## src/rtl/hazard_ctrl.sv

```systemverilog
// Pipeline sequencing controller: load-use bubbles, multi-cycle EX freezes and taken-branch flushes.
// Optional performance counters are compiled in with `define HAZARD_PERF_CNT_EN.
module hazard_ctrl #(
    parameter int unsigned LOAD_LAT = 1,
    parameter int unsigned CNT_W    = 3
`ifdef HAZARD_PERF_CNT_EN
    ,
    parameter int unsigned PERF_W   = 32
`endif
) (
    input  logic              clk,
    input  logic              rst_n,
    input  logic [4:0]        IF_ID_rs1,
    input  logic [4:0]        IF_ID_rs2,
    input  logic              IF_ID_use_rs1,
    input  logic              IF_ID_use_rs2,
    input  logic [4:0]        ID_EX_rd,
    input  logic              ID_EX_memread,
    input  logic              ID_EX_multicycle,
    input  logic              ex_done,
    input  logic              branch_taken,
    output logic              pc_write,
    output logic              IF_ID_write,
    output logic              IF_ID_flush,
    output logic              ID_EX_write,
    output logic              ID_EX_bubble,
    output logic              EX_MEM_bubble,
    output logic              stalled
`ifdef HAZARD_PERF_CNT_EN
    ,
    output logic [PERF_W-1:0] perf_stall_cycles,
    output logic [PERF_W-1:0] perf_flushes
`endif
);

    typedef enum logic [1:0] {
        RUN     = 2'd0,
        LU_WAIT = 2'd1,
        EX_WAIT = 2'd2
    } state_t;

    state_t           state;
    state_t           next_state;
    logic [CNT_W-1:0] cnt;
    logic [CNT_W-1:0] next_cnt;
    logic             lu_hazard;
    logic             flush_act;

    assign lu_hazard = ID_EX_memread && (ID_EX_rd != 5'd0) &&
                       ((IF_ID_use_rs1 && (IF_ID_rs1 == ID_EX_rd)) ||
                        (IF_ID_use_rs2 && (IF_ID_rs2 == ID_EX_rd)));

    // Next-state and Mealy output decode; reset overrides the outputs last
    always_comb begin
        next_state    = state;
        next_cnt      = cnt;
        flush_act     = 1'b0;
        pc_write      = 1'b1;
        IF_ID_write   = 1'b1;
        IF_ID_flush   = 1'b0;
        ID_EX_write   = 1'b1;
        ID_EX_bubble  = 1'b0;
        EX_MEM_bubble = 1'b0;
        stalled       = 1'b0;
        case (state)
            RUN: begin
                if (branch_taken) begin
                    flush_act    = 1'b1;
                    IF_ID_flush  = 1'b1;
                    ID_EX_bubble = 1'b1;
                end else if (ID_EX_multicycle && !ex_done) begin
                    pc_write      = 1'b0;
                    IF_ID_write   = 1'b0;
                    ID_EX_write   = 1'b0;
                    EX_MEM_bubble = 1'b1;
                    stalled       = 1'b1;
                    next_state    = EX_WAIT;
                end else if (lu_hazard) begin
                    pc_write     = 1'b0;
                    IF_ID_write  = 1'b0;
                    ID_EX_bubble = 1'b1;
                    stalled      = 1'b1;
                    if (LOAD_LAT > 1) begin
                        next_cnt   = CNT_W'(LOAD_LAT - 1);
                        next_state = LU_WAIT;
                    end
                end
            end
            LU_WAIT: begin
                pc_write     = 1'b0;
                IF_ID_write  = 1'b0;
                ID_EX_bubble = 1'b1;
                stalled      = 1'b1;
                next_cnt     = (cnt != '0) ? cnt - CNT_W'(1) : '0;
                // cnt==0 can only follow a corrupted state; leave rather than hang
                if (cnt <= CNT_W'(1)) next_state = RUN;
            end
            EX_WAIT: begin
                if (!ex_done) begin
                    pc_write      = 1'b0;
                    IF_ID_write   = 1'b0;
                    ID_EX_write   = 1'b0;
                    EX_MEM_bubble = 1'b1;
                    stalled       = 1'b1;
                end else begin
                    next_state = RUN;
                end
            end
            default: begin
                next_state = RUN;
                next_cnt   = '0;
            end
        endcase
        if (!rst_n) begin
            flush_act     = 1'b0;
            pc_write      = 1'b0;
            IF_ID_write   = 1'b0;
            ID_EX_write   = 1'b0;
            IF_ID_flush   = 1'b1;
            ID_EX_bubble  = 1'b1;
            EX_MEM_bubble = 1'b1;
            stalled       = 1'b0;
        end
    end

    always_ff @(posedge clk or negedge rst_n) begin
        if (!rst_n) begin
            state <= RUN;
            cnt   <= '0;
        end else begin
            state <= next_state;
            cnt   <= next_cnt;
        end
    end

`ifdef HAZARD_PERF_CNT_EN
    // Saturating event counters
    always_ff @(posedge clk or negedge rst_n) begin
        if (!rst_n) begin
            perf_stall_cycles <= '0;
            perf_flushes      <= '0;
        end else begin
            if (stalled && !(&perf_stall_cycles))
                perf_stall_cycles <= perf_stall_cycles + PERF_W'(1);
            if (flush_act && !(&perf_flushes))
                perf_flushes <= perf_flushes + PERF_W'(1);
        end
    end
`else
    logic unused_flush_act;
    assign unused_flush_act = flush_act;
`endif

endmodule

```

## config.mk

```make
export PLATFORM = sky130hd
export DESIGN_NAME = hazard_ctrl
export DESIGN_NICKNAME = d
export VERILOG_FILES = /design/src/rtl/hazard_ctrl.sv
export SDC_FILE = /design/constraint.sdc
export NUM_CORES = 1
export LEC_CHECK = 0
export CORE_AREA = 8 8 45 47
export CTS_CLUSTER_DIAMETER = 50
export DETAILED_ROUTE_END_ITERATION = 10
export DIE_AREA = 0 0 53 55
export HOLD_SLACK_MARGIN = 0.02
export PLACE_DENSITY_LB_ADDON = 0.08
export SLEW_MARGIN = 20
export SYNTH_ARGS = -nofsm -noshare
export SYNTH_HDL_FRONTEND = slang
export SYNTH_SLANG_ARGS = --single-unit
export TNS_END_PERCENT = 1
```

## constraint.sdc

```tcl
create_clock -name clk -period 1.6 [get_ports clk]
set_input_delay 0.16 -clock clk [delete_from_list [all_inputs] [get_ports clk]]
set_output_delay 0.16 -clock clk [all_outputs]
set_load 0.005 [all_outputs]
```

==> impl_metrics.csv <==
group,metric,value,unit
status,status,"completed",
grt,grt_overflow,0,
die,start_util,18.08,%
synthesis,synth_mux_area_share,0,%
die,pin_count,30,
pwr,powerDensity,293.3,mW/mm^2
setup_path,path_buf_inv,2,
finish,layout-drive-gt1-share,33.80,%
finish,synthToLayoutAreaGrowth,157.5,%
pwr,p_sw_share,30.14,%
detailed_routing,drtIter0Drc,0,
pwr,clkPwrFrac,0,%
sta,whs,0.6329,ns
setup_path,required,1.44,ns
clock_network,cts_hold_buf,0,
synthesis,synthArstFlopShare,100.0,%
die,core,0.001384,mm^2
pwr,seqPwrFrac,15.4,%
finish,final_area,644.4,um^2
finish,fill_cells,145,
grt,grt_max_degree,7,
setup_path,path_cells,"buf_6, or3_1, o311a_1, and2_4, a31o_1, buf_2",
finish,layout_commonest_cell,"clkdlybuf4s50_1",
detailed_routing,vias_per_cell,4.276,
setup_path,critPathMaxFanout,2,
detailed_routing,routed_wirelength,1052,um
synthesis,synth-edff-count,0,
setup_path,cp_top_family,"simple AND/OR/NAND/NOR gates",
place,place_hpwl,887,um
grt,grt_pass1_wl,1504,um
synthesis,yosys_warnings,0,
sta,fin_crit,1.585,ns
synthesis,synthSimpleGateAreaFrac,25.50,%
sta,hold_viol_final,0,
synthesis,synth_top_area_cell,"xnor2_1",
setup_path,cp.arrival,1.43,ns
flow_run,max_cap_viol_count,0,
detailed_routing,vias,372,
pwr,net-switching-power,0.05695,mW
finish,antennaDiodeCount,0,
pwr,peakVddDrop,0.09495,mV
synthesis,synth-compound-area-share,22.00,%
die,floorplan.rows,14,
synthesis,seq_area_frac_synth,10.00,%
sta,maxSlewHeadroom,82.26,%
hold_path,hold_path_class,"input pin to async pin",
sta,rsz0062_at_grt,"yes",
synthesis,synth_cell_types,17,
detailed_routing,wire_per_inst,12.09,um
grt,grt_antenna_before_repair,0,
finish,top_register,"state",
sta,setup_viol,0,
die,die_area,0.002915,mm^2
sta,drv_slew,0,
finish,largest_register_ffs,1,
synthesis,ys_ff_latch,1,
die,die_x,53,um
synthesis,syn_area,250.2,um^2
synthesis,synth_top_area_share,35.00,%
clock_network,clk_pin_slew,0,ns
setup_path,slowest_stage,"or3_1",
synthesis,synth_fa_ha_area_share,0,%
place,place_area,605.6,um^2
pwr,p_int,0.1320,mW
detailed_routing,drc_errors,0,
pwr,p_leak,0.3225,nW
sta,finClkSkew,0,ns
grt,grt_pass1_vias,396,
place,gp_congestion,0.7267,
grt,grtUsageTotal,6.274,%
setup_path,crit_path_start_kind,"input pin",
detailed_routing,first_pass_iters,1,
synthesis,synthTopCellsByArea,"xnor2_1 (35%), dfrtp_1 (10%), nand2b_1 (7.5%)",
setup_path,endpoint_kind,"output pin",
synthesis,synthXorXnorAreaFrac,35.00,%
finish,top_regs,"state: 1 flops",
synthesis,synth_top_family_by_area,"XOR/XNOR gates",
sta,fin_crit_sh,99.09,%
synthesis,syn_nets,57,
synthesis,synthCells,34,
die,die_h,55,um
sta,tightest_slew,0.2653,ns
detailed_routing,detail-route-antenna-nets,0,
setup_path,slowest_delay,0.37,ns
synthesis,postSynthAreaPerCell,7.360,um^2
clock_network,insertion_delay,0,ns
setup_path,crit_type,"input pin to output pin",
sta,fmax,630.7,MHz
synthesis,synth_flop_cell,"dfrtp_1",
finish,final_cell_mix,"clkdlybuf4s50_1 (12), xnor2_1 (10), buf_4 (9), dlymetal6s2s_1 (6)",
finish,layout.nets,96,
place,portBuffers,29,
pwr,power_frac_comb,84.6,%
## timing repair
item	4_1_cts	5_1_grt
setup endpoints to repair	7	6
setup buffers	1	1
gates resized for setup	29	14
pin swaps	7	12
gates cloned	0	0
## worst reg2reg max path, cell delays in order, from the launching register on
cell	delay, ns
dfrtp_1	0.38
inv_1	0.13
a21oi_4	0.07
buf_4	0.14
buf_4	0.12
## routing by layer
layer | routed length, um | vias up | track usage [%]
met5 | 0 | - | 0
met4 | 0 | 0 | 0
met3 | 106 | 0 | 1.070
met2 | 552 | 20 | 12.70
met1 | 393 | 158 | 6.959
li1 | - | 194 | -
## logic make-up after synthesis
family,Yosys count
AO/OA/AOI/OAI,8
flip-flops,1
AND/OR/NAND/NOR,11
buffers and inverters,4
XOR/XNOR,10
## per-stage QoR
stage                     worst slack (ns)   TNS, ns  total power, mW  instances  utilization, %
after floorplan                     0.1109         0          0.08159         34               -
after global placement             -0.7177    -3.149           0.1899         85           43.76
after detailed placement           -0.7344    -3.118           0.1896         85           43.76
after CTS                         -0.07160   -0.2044           0.1860         86           44.21
after global routing              -0.02131  -0.02295           0.2032         87           46.56
final                              0.01453         0           0.1890         87           46.56
## power groups by stage
stage                     Sequential, mW  Combinational [mW]  Clock [mW]
after global routing              0.0292               0.174           0
final                             0.0291               0.160           0
after detailed placement          0.0288               0.161           0
after floorplan                   0.0283              0.0533           0
after CTS                         0.0288               0.157           0
after global placement            0.0288               0.161           0
## final timing paths
path                                            from                    to  slack (ns)  depth (start not counted)
worst max register to register  state[1]$_DFFE_PN0P_  state[1]$_DFFE_PN0P_        0.64                          4
max in group asynchronous                      rst_n  state[1]$_DFFE_PN0P_        0.88                          2
min in group clk                    ID_EX_multicycle  state[1]$_DFFE_PN0P_        0.76                          5
worst min register to register  state[1]$_DFFE_PN0P_  state[1]$_DFFE_PN0P_        0.86                          4
worst max-delay path                     ID_EX_rd[1]               stalled        0.01                          6
worst min-delay path                           rst_n  state[1]$_DFFE_PN0P_        0.63                          2
## cell usage after synthesis (2+ instances only)
| library cell | number |
|---|---|
| xnor2_1 | 10 |
| nand2_1 | 2 |
| o22ai_1 | 2 |
| o21ai_0 | 2 |
| nand2b_1 | 3 |
| inv_1 | 3 |
| nand4_1 | 2 |
## final cells by class
cell class,instances,area (um^2),share of cell area [%]
Multi-Input combinational cell,29,249.0,38.64
Timing Repair Buffer,38,339.1,52.62
Inverter,3,11.26,1.748
Sequential cell,1,25.02,3.883
Tap cell,16,20.02,3.107
Note: power is estimated with default switching activity, not from simulation.
